### src/rtl/clk_meter_pkg.sv
// clk_meter_pkg: shared FSM state encoding and constants for the clock frequency meter
package clk_meter_pkg;
  typedef enum logic [1:0] {IDLE, ARM, MEASURE, DONE} state_e;
  localparam int unsigned ARM_CYCLES = 2;
endpackage

### src/rtl/sync_edge_det.sv
// sync_edge_det: 2-flop synchronizer plus rising-edge detector for an asynchronous input
module sync_edge_det (
  input  logic clk,
  input  logic rst,
  input  logic async_i,
  output logic rise_o
);
  logic [2:0] sr_q;
  always_ff @(posedge clk) sr_q <= rst ? 3'b000 : {sr_q[1:0], async_i};
  assign rise_o = sr_q[1] & ~sr_q[2];
endmodule

### src/rtl/clk_freq_meter.sv
// clk_freq_meter: counts meas_clk rising edges over a fixed clk window and range-checks the result
module clk_freq_meter
  import clk_meter_pkg::*;
#(
  parameter int GATE_CYCLES = 48000,
  parameter int CNT_W       = 16
) (
  input  logic             clk,
  input  logic             rst,
  input  logic             meas_clk,
  input  logic             start,
  input  logic [CNT_W-1:0] expected,
  input  logic [CNT_W-1:0] tol,
  output logic             busy,
  output logic             done,
  output logic [CNT_W-1:0] count,
  output logic             overflow,
  output logic             in_range
);
  localparam int GW = $clog2(GATE_CYCLES + 1);
  localparam int AW = $clog2(ARM_CYCLES + 1);
  localparam logic [GW-1:0] GATE_LAST = GW'(GATE_CYCLES - 1);
  localparam logic [AW-1:0] ARM_LAST = AW'(ARM_CYCLES - 1);
  state_e state_q, state_d;
  logic [CNT_W-1:0] exp_q, tol_q, edges_q, edges_d, count_q;
  logic [GW-1:0] gate_q, gate_d;
  logic [AW-1:0] arm_q, arm_d;
  logic sat_q, sat_d, ovf_q, inr_q, rise, gate_end, take;
  logic [CNT_W:0] diff;
  sync_edge_det u_sync (.clk(clk), .rst(rst), .async_i(meas_clk), .rise_o(rise));
  always_comb begin
    state_d  = state_q;
    arm_d    = arm_q;
    gate_d   = gate_q;
    edges_d  = edges_q;
    sat_d    = sat_q;
    take     = state_q == IDLE && start;
    gate_end = state_q == MEASURE && gate_q == GATE_LAST;
    case (state_q)
      IDLE: begin
        arm_d   = '0;
        state_d = start ? ARM : IDLE;
      end
      ARM: begin
        arm_d   = arm_q + 1'b1;
        gate_d  = '0;
        edges_d = '0;
        sat_d   = 1'b0;
        state_d = arm_q == ARM_LAST ? MEASURE : ARM;
      end
      MEASURE: begin
        gate_d  = gate_q + 1'b1;
        // saturate instead of wrapping; an edge arriving at full scale marks overflow
        edges_d = rise && !(&edges_q) ? edges_q + 1'b1 : edges_q;
        sat_d   = sat_q | (rise & (&edges_q));
        state_d = gate_end ? DONE : MEASURE;
      end
      DONE: state_d = IDLE;
    endcase
    diff = edges_d >= exp_q ? {1'b0, edges_d} - {1'b0, exp_q} : {1'b0, exp_q} - {1'b0, edges_d};
  end
  always_ff @(posedge clk) begin
    if (rst) begin
      state_q <= IDLE;
      arm_q   <= '0;
      gate_q  <= '0;
      edges_q <= '0;
      sat_q   <= 1'b0;
      exp_q   <= '0;
      tol_q   <= '0;
      count_q <= '0;
      ovf_q   <= 1'b0;
      inr_q   <= 1'b0;
    end else begin
      state_q <= state_d;
      arm_q   <= arm_d;
      gate_q  <= gate_d;
      edges_q <= edges_d;
      sat_q   <= sat_d;
      if (take) begin
        exp_q <= expected;
        tol_q <= tol;
      end
      if (gate_end) begin
        count_q <= edges_d;
        ovf_q   <= sat_d;
        inr_q   <= !sat_d && diff <= {1'b0, tol_q};
      end
    end
  end
  assign busy     = state_q != IDLE;
  assign done     = state_q == DONE;
  assign count    = count_q;
  assign overflow = ovf_q;
  assign in_range = inr_q;
endmodule
### config.mk
export PLATFORM = sky130hd
export DESIGN_NAME = clk_freq_meter
export DESIGN_NICKNAME = d
export VERILOG_FILES = /design/src/rtl/clk_meter_pkg.sv /design/src/rtl/sync_edge_det.sv /design/src/rtl/clk_freq_meter.sv
export SDC_FILE = /design/constraint.sdc
export NUM_CORES = 1
export LEC_CHECK = 0
export CAP_MARGIN = 40
export CORE_MARGIN = 3
export CORE_UTILIZATION = 50
export DETAILED_ROUTE_END_ITERATION = 6
export DONT_BUFFER_PORTS = 1
export HOLD_SLACK_MARGIN = 0.1
export PLACE_DENSITY = 0.68
export REMOVE_ABC_BUFFERS = 1
export SYNTH_ARGS = -nofsm -noshare
export SYNTH_HDL_FRONTEND = slang
export SYNTH_SLANG_ARGS = --single-unit
### constraint.sdc
create_clock -name clk -period 5 [get_ports clk]
set_input_delay 1 -clock clk [delete_from_list [all_inputs] [get_ports clk]]
set_output_delay 1 -clock clk [all_outputs]
set_load 0.03 [all_outputs]
==> impl_metrics.prom <==
# TYPE chip_impl_metric gauge
chip_impl_info{name="run_status",value="complete, but fails checks"} 1
chip_impl_info{name="failed_checks",value="setup timing"} 1
chip_impl_metric{name="first_global_vias",unit=""} 5334
chip_impl_info{name="synthFlopType",value="dfxtp_1"} 1
chip_impl_metric{name="cellLeakagePower",unit="uW"} 0.003159
chip_impl_metric{name="synth_cells",unit=""} 742
chip_impl_info{name="yosysMostFrequentCell",value="nand2_1"} 1
chip_impl_metric{name="cts_inserted_buffers",unit=""} 9
chip_impl_metric{name="overall_die_area",unit="mm2"} 0.01275
chip_impl_metric{name="tns",unit="ns"} -0.3420
chip_impl_metric{name="h-tree-depth",unit=""} 3
chip_impl_metric{name="finalWorstPathRequiredPeriod",unit="ns"} 5.342
chip_impl_metric{name="clock_latency",unit="ns"} 0.36
chip_impl_metric{name="finalWeightedCongestion",unit=""} 0.9190
chip_impl_metric{name="drt_first_iter_violations",unit=""} 228
chip_impl_metric{name="wl",unit="um"} 15430
chip_impl_metric{name="floorplan.io_pins",unit=""} 56
chip_impl_metric{name="finalWorstSetupSlack",unit="ns"} -0.3420
chip_impl_metric{name="max-cap-violations",unit=""} 0
chip_impl_metric{name="avgViaCountPerCell",unit=""} 5.360
chip_impl_metric{name="hpwlAfterDp",unit="um"} 11670
chip_impl_metric{name="antenna_found_initial",unit=""} 0
chip_impl_metric{name="dpl-instance-area",unit="mm2"} 0.006678
chip_impl_metric{name="post_drt_wl_per_cell",unit="um"} 15.49
chip_impl_metric{name="crit_path_required_time",unit="ns"} 5.23
chip_impl_info{name="synth_top_cells_by_count",value="nand2_1, dfxtp_1, a21oi_1"} 1
chip_impl_metric{name="globalRouteOverflowTotal",unit=""} 0
chip_impl_metric{name="synth.avg_cell_area",unit="um2"} 7.703
chip_impl_metric{name="floorplan.rows",unit=""} 38
chip_impl_metric{name="max_slew.worst_pin.slew",unit="ns"} 0.5460
chip_impl_metric{name="yosys_warnings",unit=""} 0
chip_impl_info{name="post_synth_main_area_contributors",value="dfxtp_1, ha_1, a21oi_1"} 1
chip_impl_metric{name="reg2reg_depth",unit=""} 27
chip_impl_metric{name="floorplan.initialDensity",unit="%"} 52.04
chip_impl_metric{name="final-setup-viol-count",unit=""} 1
chip_impl_metric{name="path_max_fanout",unit=""} 4
chip_impl_metric{name="minimum_setup_slack_among_reg_to_reg_paths",unit="ns"} -0.34
chip_impl_metric{name="number_of_enable_flip_flop_cells_after_synthesis",unit=""} 0
chip_impl_metric{name="timing.max_slew.rel_slack",unit="%"} 63.51
chip_impl_metric{name="groute.usage.overall",unit="%"} 24.44
chip_impl_metric{name="worst_case_setup_slack_after_placement",unit="ns"} -0.5251
chip_impl_info{name="tritoncts_clock_tree",value="built"} 1
chip_impl_metric{name="nets",unit=""} 944
chip_impl_metric{name="initial_drt_pass_iterations",unit=""} 4
chip_impl_metric{name="synthDominantCellAreaShare",unit="%"} 31.52
chip_impl_info{name="cts-root-buf",value="clkbuf_16"} 1
chip_impl_metric{name="yosys.cell_types.count",unit=""} 56
chip_impl_metric{name="power.density_cell_area",unit="mW/mm2"} 282.8
chip_impl_metric{name="post_route_cells_drive_above_1_share",unit="%"} 24.65
chip_impl_metric{name="design.core.area",unit="mm2"} 0.01098
chip_impl_metric{name="number_of_sinks_on_the_clock_net",unit=""} 90
chip_impl_metric{name="drc",unit=""} 0
chip_impl_metric{name="max-clock-path-buffers",unit=""} 2
chip_impl_metric{name="sequential_to_total_area_share_from_yosys_stat",unit="%"} 31.52
chip_impl_metric{name="die_y",unit="um"} 112.9
chip_impl_metric{name="cts.clk_slew.worst_paths",unit="ns"} 0.08
chip_impl_metric{name="grt_pass1_wl",unit="um"} 25300
chip_impl_metric{name="timing.critical_path.arrival",unit="ns"} 5.57
chip_impl_metric{name="area_growth_syn_to_layout",unit="%"} 26.60
chip_impl_metric{name="worst_hold_path.num_cells",unit=""} 1
chip_impl_metric{name="die_w",unit="um"} 112.9
chip_impl_metric{name="drv_slew",unit=""} 0
chip_impl_metric{name="antenna_cells",unit=""} 0
chip_impl_metric{name="route.antenna.remaining_nets",unit=""} 0
chip_impl_metric{name="detailroute.via_count",unit=""} 5339
chip_impl_metric{name="report.final.hold_viol_count",unit=""} 0
chip_impl_info{name="rsz_0062_raised_after_global_routing",value="yes"} 1
chip_impl_metric{name="port_buffers",unit=""} 0
chip_impl_metric{name="proportion_of_register_bits_with_asynchronous_set_or_reset_after_synthesis",unit="%"} 0
chip_impl_info{name="start_kind",value="register"} 1
chip_impl_info{name="post-synth-top-area-cell",value="dfxtp_1"} 1
chip_impl_info{name="end_kind",value="register"} 1
chip_impl_info{name="holdCritPathClass",value="reg -> reg"} 1
chip_impl_metric{name="worst_ir_drop_vdd",unit="uV"} 213.0
chip_impl_metric{name="fin_skew",unit="ns"} 0.01125
chip_impl_metric{name="grt_max_degree",unit=""} 60
chip_impl_metric{name="final_area",unit="mm2"} 0.007236
chip_impl_metric{name="timing.final.crit_share",unit="%"} 106.8
chip_impl_metric{name="max_freq",unit="MHz"} 187.2
chip_impl_metric{name="synth-seq-cells",unit=""} 90
chip_impl_metric{name="netlist_area",unit="mm2"} 0.005715
chip_impl_info{name="worst-setup-path-type",value="reg -> reg"} 1
stage by stage:
step | std cells | hold slack [ns] | power (uW) | util (%)
final | 996 | 0.4378 | 2046 | 65.88
after global routing | 996 | 0.4496 | 2144 | 65.88
after CTS | 988 | 0.4410 | 2008 | 64.54
after detailed placement | 970 | 0.4251 | 1278 | 60.80
after global placement | 969 | 0.4168 | 1261 | 60.55
after floorplan | 706 | 0.4138 | 1093 | -
layer usage:
| layer | track usage [%] | vias up | share of wire (%) |
|---|---|---|---|
| met2 | 40.88 | 101 | 48 |
| met4 | 8.814 | 0 | 1.8 |
| met5 | 0 | - | 0 |
| met3 | 4.011 | 20 | 4.3 |
| li1 | - | 2714 | - |
| met1 | 31.85 | 2504 | 46 |
cells by family (layout without fill, tap and decap cells):
group           after synthesis  after routing  share of synthesized area [%]
buf+inv                     101            215                          7.355
flops                        90             90                          31.52
fa+ha+maj                    57             57                          12.74
mux                          11             11                          1.970
simple gates                286            286                          23.01
xor+xnor                     39             39                          5.976
compound gates              158            158                          17.43
worst paths after layout:
path | from | end
max | state_q[0] | in_range
min | u_sync.sr_q[0] | u_sync.sr_q[1]
max reg2reg | state_q[0] | in_range
min reg2reg | u_sync.sr_q[0] | u_sync.sr_q[1]
state kept, by name, summed over array words and instances (netlist names), 2 cells and up, named ones only:
register,flops
count,16
edges_q,16
exp_q,16
gate_q,16
tol_q,16
u_sync.sr_q,3
arm_q,2
critical path: stages, from the launching register on:
cell and delay [ns]:
dfxtp_2 0.34, inv_2 0.05, ha_4 0.27, nand2_2 0.05, or2_4 0.27, a2111oi_4 0.31
buf_4 0.20, nand3_1 0.12, xor2_1 0.18, or2_2 0.31, inv_1 0.06, ha_1 0.24
buf_4 0.14, and3_2 0.22, a21bo_4 0.25, nor2_4 0.20, buf_4 0.16, buf_4 0.11
mux2_2 0.34, xnor2_1 0.13, ha_1 0.31, nand2_2 0.09, nor4_4 0.33, o31ai_2 0.12
o41ai_2 0.07, o41ai_2 0.12, a32oi_1 0.19, a31oi_1 0.07
cell usage in the layout, fill, tap and decap left out, types with 16 or more instances in the layout:
cell type,netlist,final
dfxtp_1,90,87
inv_1,65,62
or2_2,17,16
nand2_1,103,98
nor3_1,17,16
buf_4,3,131
xnor2_1,21,21
nand4_1,16,16
o21ai_0,27,25
xor2_1,18,18
a21oi_1,78,76
nor2_1,68,67
ha_1,55,51
nand3_1,28,28
area by class of cell:
class                           instances  area (um2)
Fill cell                             994        3747
Multi-Input combinational cell        551        3665
Sequential cell                        90        1805
Timing Repair Buffer                  134        1042
Inverter                               65       244.0
Clock buffer                           10       229.0
Tap cell                              140       175.2
Clock inverter                          6       75.07
where the power goes:
group	internal (uW)	switching [uW]
clock network	395	316
logic	280	305
registers	736	13.5
what timing repair did:
item	CTS	global route
endpoints found under the setup margin	1	1
resized for setup	20	23
buffers inserted	2	8
pin swaps	14	28
hold buffers	0	0
Power figures use the tool's default switching activity.
